[src/rtl/zone_spi_sched_if.sv]
// Bundles the zone-capture input and SPI byte-stream output of zone_spi_sched.
// The master modport is the environment side: the zone-averaging block plus the SPI master.
// The slave modport is the scheduler side.
interface zone_spi_sched_if #(
   parameter int DATA_W = 8
);
   // zone capture side
   logic              i_v_sync;
   logic              zone_de;
   logic [4:0]        zone_idx;
   logic [DATA_W-1:0] zone_data;
   // SPI master byte side
   logic              tx_valid;
   logic [DATA_W-1:0] tx_data;
   logic              tx_ready;
   logic              spi_cs_req;
   // status
   logic              busy;
   logic [7:0]        frame_cnt;
   logic [7:0]        drop_cnt;

   modport master (
      output i_v_sync, zone_de, zone_idx, zone_data, tx_ready,
      input  tx_valid, tx_data, spi_cs_req, busy, frame_cnt, drop_cnt
   );

   modport slave (
      input  i_v_sync, zone_de, zone_idx, zone_data, tx_ready,
      output tx_valid, tx_data, spi_cs_req, busy, frame_cnt, drop_cnt
   );
endinterface

[src/rtl/zone_spi_sched.sv]
// Zone luminance packet scheduler.
// Captures per-zone averages into a ping-pong buffer. Once per frame it streams
// the following packet to the SPI master: HEADER, then NUM_ZONES zone bytes, then the XOR checksum.
//
// state | meaning
// ------+-------------------------------------------------------------
// IDLE  | no packet; waiting for a frame edge or a pending frame
// HDR   | presenting HEADER byte, CS requested
// DATA  | presenting read_bank[k], k = 0..NUM_ZONES-1
// CSUM  | presenting XOR of all zone bytes in the read bank
// DONE  | one cycle gap: CS released, frame_cnt incremented
module zone_spi_sched #(
   parameter int                    NUM_ZONES = 24,
   parameter int                    DATA_W    = 8,
   parameter logic [DATA_W-1:0]     HEADER    = 8'hA5
) (
   input logic                   clk,
   input logic                   rst_n,
   zone_spi_sched_if.slave       bus
);

   typedef enum logic [2:0] {
      S_IDLE = 3'd0,
      S_HDR  = 3'd1,
      S_DATA = 3'd2,
      S_CSUM = 3'd3,
      S_DONE = 3'd4
   } state_t;

   state_t              state_q, state_d;
   logic                vs_d_q, vs_d_d;
   logic                pend_q, pend_d;
   logic                wr_bank_q, wr_bank_d;
   logic [4:0]          k_q, k_d;
   logic [DATA_W-1:0]   csum_q, csum_d;
   logic [7:0]          frame_cnt_q, frame_cnt_d;
   logic [7:0]          drop_cnt_q, drop_cnt_d;
   logic [DATA_W-1:0]   bank_q [2][NUM_ZONES];
   logic [DATA_W-1:0]   bank_d [2][NUM_ZONES];

   logic                vs_rise;
   logic                zone_wr;
   logic                start;
   logic                rd_bank;
   logic                tx_valid;
   logic [DATA_W-1:0]   tx_data;
   logic                cs_req;

   assign vs_d_d  = bus.i_v_sync;
   assign vs_rise = bus.i_v_sync & ~vs_d_q;
   assign zone_wr = bus.zone_de && (bus.zone_idx < 5'(NUM_ZONES));
   assign rd_bank = ~wr_bank_q;
   // A pending frame and a fresh edge both start a packet, but only from IDLE.
   assign start   = (state_q == S_IDLE) && (vs_rise || pend_q);

   // Bank write, swap and clear.
   // A capture in the swap cycle lands after the clear, so that capture is kept.
   always_comb begin
      bank_d    = bank_q;
      wr_bank_d = wr_bank_q;
      if (start) begin
         wr_bank_d = ~wr_bank_q;
         for (int i = 0; i < NUM_ZONES; i++) begin
            bank_d[rd_bank][i] = '0;
         end
      end
      if (zone_wr) begin
         bank_d[wr_bank_d][bus.zone_idx] = bus.zone_data;
      end
   end

   // Packet FSM, checksum accumulation, frame/drop accounting and byte outputs.
   always_comb begin
      state_d     = state_q;
      k_d         = k_q;
      csum_d      = csum_q;
      pend_d      = pend_q;
      frame_cnt_d = frame_cnt_q;
      drop_cnt_d  = drop_cnt_q;
      tx_valid    = 1'b0;
      tx_data     = '0;
      cs_req      = 1'b0;

      case (state_q)
         S_IDLE: begin
            if (start) begin
               state_d = S_HDR;
               pend_d  = 1'b0;
               csum_d  = '0;
            end
         end
         S_HDR: begin
            tx_valid = 1'b1;
            tx_data  = HEADER;
            cs_req   = 1'b1;
            if (bus.tx_ready) begin
               state_d = S_DATA;
               k_d     = 5'd0;
            end
         end
         S_DATA: begin
            tx_valid = 1'b1;
            tx_data  = bank_q[rd_bank][k_q];
            cs_req   = 1'b1;
            if (bus.tx_ready) begin
               csum_d = csum_q ^ bank_q[rd_bank][k_q];
               if (k_q == 5'(NUM_ZONES - 1)) begin
                  state_d = S_CSUM;
               end else begin
                  k_d = k_q + 5'd1;
               end
            end
         end
         S_CSUM: begin
            tx_valid = 1'b1;
            tx_data  = csum_q;
            cs_req   = 1'b1;
            if (bus.tx_ready) begin
               state_d = S_DONE;
            end
         end
         S_DONE: begin
            frame_cnt_d = frame_cnt_q + 8'd1;
            state_d     = S_IDLE;
         end
         default: begin
            state_d = S_IDLE;
         end
      endcase

      // Edges while a packet is in flight are held as one pending frame.
      // Any further edge while a frame is pending counts as a dropped frame.
      // The dropped frame's data is overwritten in the write bank.
      if (vs_rise && (state_q != S_IDLE)) begin
         if (pend_q) begin
            if (drop_cnt_q != 8'hFF) begin
               drop_cnt_d = drop_cnt_q + 8'd1;
            end
         end else begin
            pend_d = 1'b1;
         end
      end
   end

   // State and control registers.
   always_ff @(posedge clk or negedge rst_n) begin
      if (!rst_n) begin
         state_q     <= S_IDLE;
         vs_d_q      <= 1'b0;
         pend_q      <= 1'b0;
         wr_bank_q   <= 1'b0;
         k_q         <= 5'd0;
         csum_q      <= '0;
         frame_cnt_q <= 8'd0;
         drop_cnt_q  <= 8'd0;
      end else begin
         state_q     <= state_d;
         vs_d_q      <= vs_d_d;
         pend_q      <= pend_d;
         wr_bank_q   <= wr_bank_d;
         k_q         <= k_d;
         csum_q      <= csum_d;
         frame_cnt_q <= frame_cnt_d;
         drop_cnt_q  <= drop_cnt_d;
      end
   end

   // Ping-pong zone storage.
   always_ff @(posedge clk or negedge rst_n) begin
      if (!rst_n) begin
         for (int b = 0; b < 2; b++) begin
            for (int i = 0; i < NUM_ZONES; i++) begin
               bank_q[b][i] <= '0;
            end
         end
      end else begin
         bank_q <= bank_d;
      end
   end

   assign bus.tx_valid   = tx_valid;
   assign bus.tx_data    = tx_data;
   assign bus.spi_cs_req = cs_req;
   assign bus.busy       = (state_q != S_IDLE);
   assign bus.frame_cnt  = frame_cnt_q;
   assign bus.drop_cnt   = drop_cnt_q;

endmodule

[src/flat_wrapper.sv]
// flat-port wrapper written by rule: the top's interface ports become plain ports
module zone_spi_sched_flat 
#(
   parameter int                    NUM_ZONES = 24,
   parameter int                    DATA_W    = 8,
   parameter logic [DATA_W-1:0]     HEADER    = 8'hA5
)
  (clk, rst_n, bus_i_v_sync, bus_zone_de, bus_zone_idx, bus_zone_data, bus_tx_ready, bus_tx_valid, bus_tx_data, bus_spi_cs_req, bus_busy, bus_frame_cnt, bus_drop_cnt);
  zone_spi_sched_if #(.DATA_W(DATA_W)) bus_i ();
  input logic clk;
  input logic rst_n;
  input wire logic [$bits(bus_i.i_v_sync)-1:0] bus_i_v_sync;
  input wire logic [$bits(bus_i.zone_de)-1:0] bus_zone_de;
  input wire logic [$bits(bus_i.zone_idx)-1:0] bus_zone_idx;
  input wire logic [$bits(bus_i.zone_data)-1:0] bus_zone_data;
  input wire logic [$bits(bus_i.tx_ready)-1:0] bus_tx_ready;
  output wire logic [$bits(bus_i.tx_valid)-1:0] bus_tx_valid;
  output wire logic [$bits(bus_i.tx_data)-1:0] bus_tx_data;
  output wire logic [$bits(bus_i.spi_cs_req)-1:0] bus_spi_cs_req;
  output wire logic [$bits(bus_i.busy)-1:0] bus_busy;
  output wire logic [$bits(bus_i.frame_cnt)-1:0] bus_frame_cnt;
  output wire logic [$bits(bus_i.drop_cnt)-1:0] bus_drop_cnt;
  assign bus_i.i_v_sync = bus_i_v_sync;
  assign bus_i.zone_de = bus_zone_de;
  assign bus_i.zone_idx = bus_zone_idx;
  assign bus_i.zone_data = bus_zone_data;
  assign bus_i.tx_ready = bus_tx_ready;
  assign bus_tx_valid = bus_i.tx_valid;
  assign bus_tx_data = bus_i.tx_data;
  assign bus_spi_cs_req = bus_i.spi_cs_req;
  assign bus_busy = bus_i.busy;
  assign bus_frame_cnt = bus_i.frame_cnt;
  assign bus_drop_cnt = bus_i.drop_cnt;
  zone_spi_sched #(.NUM_ZONES(NUM_ZONES), .DATA_W(DATA_W), .HEADER(HEADER)) u_core (.clk(clk), .rst_n(rst_n), .bus(bus_i));
endmodule
[config.mk]
export PLATFORM = sky130hd
export DESIGN_NAME = zone_spi_sched_flat
export DESIGN_NICKNAME = d
export VERILOG_FILES = /design/src/rtl/zone_spi_sched_if.sv /design/src/rtl/zone_spi_sched.sv /design/src/flat_wrapper.sv
export SDC_FILE = /design/constraint.sdc
export NUM_CORES = 1
export LEC_CHECK = 0
export ABC_AREA = 0
export BUFFER_PORTS_ARGS = -buffer_cell sky130_fd_sc_hd__buf_2
export CORE_ASPECT_RATIO = 0.7
export CORE_MARGIN = 2
export CORE_UTILIZATION = 35
export CTS_CLUSTER_SIZE = 30
export DETAILED_ROUTE_END_ITERATION = 6
export PLACE_DENSITY_LB_ADDON = 0.05
export RECOVER_POWER = 100
export SETUP_SLACK_MARGIN = 0.5
export SLEW_MARGIN = 20
export SYNTH_ARGS = -nofsm -noshare
export SYNTH_HDL_FRONTEND = slang
export SYNTH_SLANG_ARGS = --single-unit
[constraint.sdc]
create_clock -name clk -period 2.85 [get_ports clk]
set_clock_uncertainty 0.15 [all_clocks]
set_input_delay 0.285 -clock clk [delete_from_list [all_inputs] [get_ports clk]]
set_output_delay 0.285 -clock clk [all_outputs]
set_load 0.03 [all_outputs]
==> results of run 1 <==
==> flip-flops by register name, summed over array words and instances (netlist names) <==
signal                cells
u_core.state_q            3
u_core.csum_q             8
u_core.bank_q           384
u_core.bus.drop_cnt       8
u_core.bus.frame_cnt      8
u_core.vs_d_q             1
u_core.wr_bank_q          1
u_core.pend_q             1
u_core.k_q                5
==> cells by family (layout without fill, tap and decap cells) <==
logic type | count (synthesis) | in the layout | share of synthesized area
buf+inv | 200 | 385 | 0.04672
simple gates | 829 | 829 | 0.1938
fa+ha+maj | 3 | 3 | 0.001823
compound gates | 494 | 494 | 0.1326
other cells | 0 | 3 | 0
mux | 145 | 145 | 0.1069
flops | 419 | 419 | 0.5091
xor+xnor | 19 | 19 | 0.008992
==> per-layer routing <==
metal  GRT usage  up-vias  part of all wire
li1            -     7744                 -
met1      0.3958     8492              0.50
met2      0.3611      568              0.42
met3     0.04111       87             0.063
met4     0.06159        0             0.021
met5           0        -                 0
==> placed cells by master, fill, tap and decap left out, drive strengths merged, types with 15 or more instances in the layout <==
cell | synthesis | routed
nor3 | 37 | 37
mux2 | 40 | 40
mux4 | 56 | 56
clkbuf | 93 | 116
nor2b | 16 | 16
dfrtp | 419 | 419
inv | 13 | 15
a22oi | 28 | 28
nand3 | 239 | 239
nor2 | 26 | 26
o21ai | 400 | 400
mux2i | 49 | 49
nand2b | 15 | 15
buf | 94 | 247
nand2 | 456 | 456
==> area by class of cell <==
| cell class | count | area, um^2 | share of cell area |
|---|---|---|---|
| Inverter | 13 | 48.80 | 0.001895 |
| Tap cell | 760 | 950.9 | 0.03692 |
| Multi-Input combinational cell | 1490 | 10040 | 0.3897 |
| Timing Repair Buffer | 292 | 2761 | 0.1072 |
| Clock inverter | 6 | 46.29 | 0.001798 |
| Sequential cell | 419 | 10490 | 0.4075 |
| Antenna cell | 3 | 7.507 | 0.0002915 |
| Clock buffer | 74 | 1410 | 0.05475 |
==> stage by stage <==
stage	setup WS, ns	cell area (um^2)	setup TNS [ns]	utilization
after CTS	-0.5965	25410	-4.353	0.4363
after floorplan	0.4654	20730	0	-
after global placement	-0.09676	22890	-0.2365	0.3930
after detailed placement	-0.1060	22890	-0.2027	0.3930
after global routing	-0.6596	25750	-27.38	0.4421
final	-0.6376	25750	-5.828	0.4422
==> repair_timing <==
action,in CTS,in global routing
buffers inserted,28,13
hold endpoints to repair,285,0
gates cloned,8,5
pin swaps,83,35
gates resized for setup,198,161
setup endpoints to repair,388,381
hold buffers,3,0
==> power by group through the flow <==
stage	clock [mW]	combinational, mW	sequential, mW
after floorplan	0	5.45	8.05
after global placement	0	8.28	8.37
after detailed placement	0	8.40	8.36
after CTS	6.09	9.73	8.29
after global routing	6.34	10.6	8.46
final	5.95	9.87	8.31
==> final timing paths <==
kind / from / to / slack (ns) / depth (start not counted)
hold reg to reg: u_core.bus.frame_cnt[7] / u_core.bus.frame_cnt[7] / 0.32 / 1
hold / removal: bus_zone_data[0] / u_core.bank_q[232] / 0.13 / 3
setup / recovery: u_core.k_q[0] / bus_tx_data[7] / -0.64 / 10
max in group asynchronous: rst_n / u_core.k_q[0] / 0.25 / 3
setup reg to reg: u_core.state_q[0] / u_core.bank_q[115] / -0.15 / 13
min in group asynchronous: rst_n / u_core.bank_q[2] / 0.43 / 2
==> worst min-delay path: stages <==
cell and delay, ns:
buf_2 0.09, inv_1 0.22, o21ai_0 0.23
==> flow_metrics.py, run 1 <==
metrics = {
    "yosys": {
        "synth_edf_count": 0,
        "avgSynthCellArea_um2": 9.765,
        "netlist.area_leader.share": 0.5091,
        "synth_seq_cells": 419,
        "async_flop_share": 1.000,
        "syn_nets": 2130,
        "synth_common_cells": "nand2_1, dfrtp_1, o21ai_0",
        "ys_types": 53,
        "yosysSeqAreaShare": 0.5091,
        "synth_ff_type": "dfrtp_1",
        "yosys.cell_count.top_type": "nand2_1",
        "synth_top_area_cell": "dfrtp_1",
        "yosys_warnings": 0,
        "netlist_instances": 2109,
        "syn_area_um2": 20590,
        "synth_area_leaders": "dfrtp_1, o21ai_0, nand2_1",
    },
    "routing": {
        "ant_nets": 0,
        "first_pass_iters": 5,
        "wire_per_inst_um": 25.08,
        "viasPerCell": 5.525,
        "drt_iter0_markers": 1493,
        "drc": 0,
        "drt_wl_total_um": 76680,
        "num_vias": 16890,
    },
    "critical_path": {
        "start_kind": "flop",
        "cpLargestDelayFamily": "compound AO/OA/AOI/OAI gates",
        "cpMaxStageDelayCell": "dfrtp_4",
        "crit_top_cell": "buf_12",
        "worstPathMaxFanout": 7,
        "max_stage_delay_ns": 0.57,
        "critPathKind": "flop to output pin",
        "cp_num_buf_inv": 4,
        "cp.arrival_ns": 3.05,
        "cp_cell_sequence": "buf_12 > buf_16 > buf_12 > mux4_2 > nand2_1 > a31oi_2 > o21ai_2 > a31o_4 > a21oi_4 > buf_6",
        "endpoint_kind": "output pin",
        "cp.required_ns": 2.41,
    },
    "power": {
        "power_leakage_nw": 11.07,
        "p_sw_frac": 0.3798,
        "power_mw": 24.12,
        "ir_worst_vdd_uv": 620.8,
        "seqPwrFrac": 0.344,
        "power.switching_mw": 9.161,
        "p_int_mw": 14.96,
        "p_clk_frac": 0.247,
        "powerDensity_nw_per_um2": 936.5,
        "combinationalPowerShare": 0.409,
    },
    "timing": {
        "slew_violations": 52,
        "fin_hold_ws_ns": 0.1315,
        "tightestPinTransition_ns": 1.523,
        "max_freq_mhz": 286.7,
        "rsz0062_at_grt": "yes",
        "timing.final.crit_share": 1.224,
        "finalHoldViolations": 0,
        "layout_min_cycle_time_ns": 3.488,
        "setup_viol_count_final": 45,
        "setup_slack_ns": -0.6376,
        "relSlewSlack": -0.01559,
    },
    "place": {
        "dp_hpwl_um": 48620,
        "io_buffers": 44,
        "dp_cells": 2917,
        "gp_congestion": 0.8738,
    },
    "clock_network": {
        "clk_path_buf_depth": 3,
        "clk_latency_ns": 0.59,
        "cts_tree": "done",
        "cts_sinks": 419,
        "numCtsBuffers": 48,
        "htree_levels": 2,
        "root_buffer": "clkbuf_16",
        "clkTransAtPathRegs_ns": 0.06,
    },
    "floorplan": {
        "io_pins": 45,
        "die_area_um2": 60830,
        "design.core.area_um2": 58240,
        "die_h_um": 206.9,
        "fp-row-count": 74,
        "initial_core_util": 0.3536,
        "die_x_um": 293.9,
    },
    "grt": {
        "gr-total-overflow": 0,
        "grt_pass1_vias": 16430,
        "grt_pass1_wl_um": 113000,
        "grt_start_max_net_pins": 74,
        "gr-usage-all-layers": 0.2528,
        "antenna_found_initial": 4,
    },
    "final_layout": {
        "post_route_cells_drive_above_1_share": 0.2777,
        "fin_cells": 3057,
        "fillCellCount": 5601,
        "nets": 2285,
        "synthToLayoutAreaGrowth_pct": 25.06,
    },
    "min_path": {
        "hold_class": "primary input to flop",
    },
    "outcome": {
        "status": "finished, violations left",
        "violations": "max-capacitance violations, max-slew violations, negative setup slack",
    },
    "run": {
        "max_cap_violations": 1,
    },
}
Power figures use the tool's default switching activity.
==> run 2, diff against run 1 <==
Settings changed: CTS_BUF_LIST from default to sky130_fd_sc_hd__clkbuf_8, PLACE_DENSITY from default to 0.52, PLACE_DENSITY_LB_ADDON 0.05 to default, SLEW_MARGIN 20 to default.
==> flow_metrics.py, run 2 (same netlist as run 1, synthesis figures left out) <==
metrics = {
    "outcome": {
        "status": "finished, violations left",
        "violations": "max-capacitance violations, max-slew violations, negative setup slack",
    },
    "place": {
        "dp_hpwl_um": 44680,
        "dp_cells": 2904,
        "io_buffers": 44,
        "gp_congestion": 0.8422,
        "place_ws_ns": -0.2016,
        "dpl_cell_area_um2": 22680,
    },
    "final_layout": {
        "final_cell_mix": "nand2_1, dfrtp_1, o21ai_0",
        "post_route_cells_drive_above_1_share": 0.3026,
        "fillCellCount": 5428,
        "nets": 2330,
        "design_area_um2": 26410,
        "largest_reg_flops": 384,
        "synthToLayoutAreaGrowth_pct": 28.25,
        "fin_cells": 3117,
        "final_common_cell": "nand2_1",
        "top_register": "u_core.bank_q",
    },
    "floorplan": {
        "fp-row-count": 74,
        "die_h_um": 206.9,
        "io_pins": 45,
        "design.core.area_um2": 58240,
        "die_x_um": 293.9,
        "die_area_um2": 60830,
        "initial_core_util": 0.3536,
    },
    "routing": {
        "ant_nets": 0,
        "drt_iter0_markers": 1622,
        "first_pass_iters": 5,
        "wire_per_inst_um": 23.74,
        "drc": 0,
        "viasPerCell": 5.612,
        "num_vias": 17490,
        "drt_wl_total_um": 73990,
    },
    "run": {
        "max_cap_violations": 1,
    },
    "power": {
        "power_leakage_nw": 11.36,
        "powerDensity_nw_per_um2": 928.7,
        "ir_worst_vdd_uv": 634.5,
    },
    "clock_network": {
        "cts_tree": "done",
        "root_buffer": "clkbuf_8",
        "cts_sinks": 419,
        "clk_path_buf_depth": 3,
        "clkTransAtPathRegs_ns": 0.06,
        "clk_latency_ns": 0.64,
        "htree_levels": 3,
        "numCtsBuffers": 70,
    },
    "timing": {
        "finalHoldViolations": 0,
        "setup_viol_count_final": 8,
        "fin_setup_tns_ns": -4.183,
        "setup_slack_ns": -0.6326,
        "relSlewSlack": -0.1675,
        "max_freq_mhz": 287.1,
        "rsz0062_at_grt": "yes",
        "tightestPinTransition_ns": 1.751,
        "fin_hold_ws_ns": 0.05980,
        "slew_violations": 63,
        "timing.final.crit_share": 1.222,
        "layout_min_cycle_time_ns": 3.483,
    },
    "grt": {
        "grt_pass1_vias": 16700,
        "gr-usage-all-layers": 0.2324,
        "antenna_found_initial": 2,
        "grt_pass1_wl_um": 105900,
        "grt_start_max_net_pins": 72,
        "gr-total-overflow": 0,
    },
    "min_path": {
        "hold_depth": 4,
        "hold_class": "primary input to flop",
    },
    "critical_path": {
        "rr_endpoint": "u_core.bank_q[294]",
        "r2r_setup_slack_ns": 0.18,
        "cp.arrival_ns": 3.05,
        "r2r_cells": 13,
        "crit_end": "bus_tx_data[7]",
        "cp.required_ns": 2.41,
        "endpoint_kind": "output pin",
        "critPathKind": "flop to output pin",
        "worstPathMaxFanout": 7,
        "start_kind": "flop",
        "regToRegStartpoint": "u_core.wr_bank_q",
        "crit_path_start": "u_core.wr_bank_q",
    },
}
run 2: cell types whose count changed in the layout (fill, tap and decap cells not counted), sizes merged:
cell,delta
buf,+41
inv,+22
clkbuf,-13
clkinv,+4
bufbuf,+2
diode,-2
nand3,+2
clkinvlp,+1
dlygate4sd3,+1
nand2,+1
nand2b,+1
run 2: how the worst min path moves through the flow:
stage	start	endpoint	slack, ns
floorplan	rst_n	u_core.bank_q[0]	-0.16
global placement	rst_n	u_core.bank_q[172]	0.13
detailed placement	rst_n	u_core.bank_q[174]	0.15
CTS	bus_zone_data[0]	u_core.bank_q[0]	0.02
global route	bus_zone_data[0]	u_core.bank_q[0]	0.07
finish	bus_zone_data[0]	u_core.bank_q[0]	0.06
run 2: layer usage:
metal  share of wire  routed length [um]  GRT usage  up-vias
met5               0                   0          0        -
met4           0.024                1761    0.06341        0
met3           0.088                6540    0.05364      112
met2            0.42               31290     0.3325      726
met1            0.46               34390     0.3505     8794
li1                -                   -          -     7860
run 2: repair_timing:
item,CTS,global route
gates cloned,6,23
setup endpoints to repair,173,381
hold buffers,4,0
buffers inserted,27,33
resized for setup,100,319
endpoints found under the hold margin,347,0
pin swaps,22,67
run 2: layout make-up:
class                      count  area [um^2]  share of cell area
antenna                        1        2.502          0.00009475
clock buffer                  86         1184             0.04482
clock inverter                33        150.1            0.005685
inverter                      13        48.80            0.001848
multi-input combinational   1494        10330              0.3913
sequential                   419        10490              0.3973
tap                          760        950.9             0.03600
timing repair buffer         311         3247              0.1229
run 2: where the power goes:
part / total [mW] / switching (mW) / internal [mW]
registers: 8.32 / 0.964 / 7.35
clock network: 5.29 / 2.57 / 2.72
logic: 10.9 / 5.91 / 5.01
run 2: critical path, stage by stage (launching register included):
cell	delay [ns]
dfrtp_4	0.55
buf_12	0.16
buf_6	0.11
nor3_4	0.32
a221oi_2	0.13
a31oi_4	0.23
buf_6	0.13
o21ai_2	0.05
buf_4	0.14
a31o_4	0.22
a21oi_4	0.21
buf_6	0.17
run 2: per-stage QoR:
step | utilization | total power, mW
6_report | 0.4535 | 24.53
5_1_grt | 0.4535 | 25.67
4_1_cts | 0.4277 | 22.99
3_5_place_dp | 0.3894 | 16.50
3_3_place_gp | 0.3894 | 16.29
2_1_floorplan | - | 13.51
==> run 3, diff against run 2 <==
Clock period 2.85 ns to 4.41 ns, I/O delays scaled along.
==> flow_metrics.py, run 3 (same netlist as run 1, synthesis figures left out) <==
metrics = {
    "timing": {
        "tightestPinTransition_ns": 3.039,
        "rsz0062_at_grt": "no",
        "setup_slack_ns": 0.4028,
        "max_freq_mhz": 249.6,
        "setup_viol_count_final": 0,
        "timing.final.crit_share": 0.9087,
        "fin_setup_tns_ns": 0,
        "layout_min_cycle_time_ns": 4.007,
        "slew_violations": 104,
        "finalHoldViolations": 0,
        "relSlewSlack": -1.026,
    },
    "floorplan": {
        "fp-row-count": 74,
        "die_x_um": 293.9,
        "die_h_um": 206.9,
        "io_pins": 45,
        "initial_core_util": 0.3536,
        "design.core.area_um2": 58240,
        "die_area_um2": 60830,
    },
    "final_layout": {
        "final_cell_mix": "nand2_1, dfrtp_1, o21ai_0",
        "largest_reg_flops": 384,
        "post_route_cells_drive_above_1_share": 0.1542,
        "final_common_cell": "nand2_1",
        "synthToLayoutAreaGrowth_pct": 10.57,
        "top_register": "u_core.bank_q",
        "fillCellCount": 5757,
        "nets": 2124,
    },
    "critical_path": {
        "worstPathMaxFanout": 13,
        "crit_top_cell": "a31oi_1",
        "start_kind": "flop",
        "cp_num_buf_inv": 3,
        "cp_cell_sequence": "clkbuf_8 > buf_4 > nor2_1 > a22oi_1 > a31oi_1 > a31oi_1 > clkbuf_1",
        "critPathKind": "flop to output pin",
        "r2r_cells": 8,
        "regToRegStartpoint": "u_core.state_q[2]",
        "endpoint_kind": "output pin",
        "cpLargestDelayFamily": "compound AO/OA/AOI/OAI gates",
        "cpMaxStageDelayCell": "nor2_1",
        "r2r_setup_slack_ns": 0.48,
        "crit_end": "bus_tx_data[6]",
        "cp.required_ns": 3.82,
        "crit_path_start": "u_core.k_q[0]",
        "cp_num_cells": 7,
        "max_stage_delay_ns": 0.69,
        "cp.arrival_ns": 3.42,
        "rr_endpoint": "u_core.bank_q[244]",
    },
    "grt": {
        "grt_start_max_net_pins": 108,
        "grt_pass1_wl_um": 101300,
        "antenna_found_initial": 1,
        "gr-usage-all-layers": 0.2232,
        "gr-total-overflow": 0,
        "grt_pass1_vias": 15600,
    },
    "routing": {
        "viasPerCell": 5.539,
        "drt_iter0_markers": 1659,
        "drt_wl_total_um": 67360,
        "num_vias": 16110,
        "ant_nets": 0,
        "drc": 0,
        "first_pass_iters": 5,
        "wire_per_inst_um": 23.15,
    },
    "power": {
        "ir_worst_vdd_uv": 269.6,
        "powerDensity_nw_per_um2": 595.0,
        "power_leakage_nw": 9.615,
    },
    "run": {
        "max_cap_violations": 2,
    },
    "place": {
        "place_ws_ns": 0.6310,
        "gp_congestion": 0.8466,
        "io_buffers": 44,
        "dp_hpwl_um": 42770,
    },
    "clock_network": {
        "cts_sinks": 419,
        "cts_tree": "done",
        "clk_path_buf_depth": 3,
        "clk_latency_ns": 0.64,
        "numCtsBuffers": 69,
        "root_buffer": "clkbuf_8",
        "htree_levels": 3,
        "clkTransAtPathRegs_ns": 0.07,
    },
    "outcome": {
        "violations": "max-capacitance violations, max-slew violations",
        "status": "finished, violations left",
    },
    "min_path": {
        "hold_depth": 3,
        "hold_class": "primary input to flop",
    },
}
==> run 3: cell count changes in the layout (fill, tap and decap cells not counted), sizes merged, moves of 2 or more <==
| cell | before | now |
|---|---|---|
| clkbuf | 103 | 126 |
| buf | 288 | 71 |
| dlygate4sd3 | 4 | 2 |
| clkinvlp | 2 | 0 |
| bufbuf | 2 | 0 |
| nand3 | 241 | 239 |
| inv | 37 | 33 |
==> run 3: worst min path at each step <==
stage / start / end / slack, ns
2_1_floorplan: rst_n / u_core.bank_q[0] / -0.005
3_3_place_gp: u_core.bus.frame_cnt[7] / u_core.bus.frame_cnt[7] / 0.31
3_5_place_dp: u_core.bus.frame_cnt[7] / u_core.bus.frame_cnt[7] / 0.31
4_1_cts: bus_tx_ready / u_core.state_q[2] / 0.005
5_1_grt: bus_tx_ready / u_core.state_q[2] / 0.07
6_report: bus_tx_ready / u_core.state_q[2] / 0.04
==> run 3: final cells by class <==
cell class / instances / area, um^2 / share of cell area
Inverter: 13 / 48.80 / 0.002143
Timing Repair Buffer: 110 / 832.0 / 0.03654
Antenna cell: 2 / 5.005 / 0.0002198
Tap cell: 760 / 950.9 / 0.04176
Multi-Input combinational cell: 1490 / 9107 / 0.4000
Clock inverter: 26 / 105.1 / 0.004616
Sequential cell: 419 / 10500 / 0.4610
Clock buffer: 89 / 1225 / 0.05379
==> run 3: per-stage QoR <==
stage                     power, mW    util  cells  area [um^2]  hold slack [ns]
after floorplan               8.603       -   2109        20590        -0.004591
after global placement        9.871  0.3669   2777        21370           0.3098
after detailed placement      9.972  0.3669   2777        21370           0.3095
after CTS                     13.54  0.3919   2898        22820         0.004890
after global routing          14.31  0.3909   2908        22770          0.06693
final                         13.55  0.3910   2909        22770          0.04337
==> run 3: worst register-to-register path: stages (launching register included) <==
cell and delay [ns]:
dfrtp_1 0.55, nor3_1 0.50, inv_2 0.08, a21oi_1 0.55, buf_4 0.33, nand2_4 0.46
clkbuf_4 0.76, nand3_1 0.29, o21ai_0 0.10
==> run 3: report_power, final <==
part | leakage [nW] | switching, mW | internal [mW] | total [mW]
logic | 3.11 | 3.00 | 1.74 | 4.74
registers | 5.73 | 0.639 | 4.75 | 5.39
clock network | 0.770 | 1.62 | 1.79 | 3.42
total | 9.61 | 5.26 | 8.28 | 13.5
==> run 3: routing by layer <==
metal / global-route usage / share of wire
met2: 0.3101 / 0.41
met4: 0.04993 / 0.020
met1: 0.3351 / 0.48
met5: 0.04878 / 0.0058
met3: 0.06552 / 0.086
==> run 3: repair_timing <==
action,CTS,global route
endpoints found under the setup margin,8,8
buffers inserted,4,9
pin swaps,0,1
hold buffers,2,0
hold endpoints to repair,101,0
resized for setup,7,16
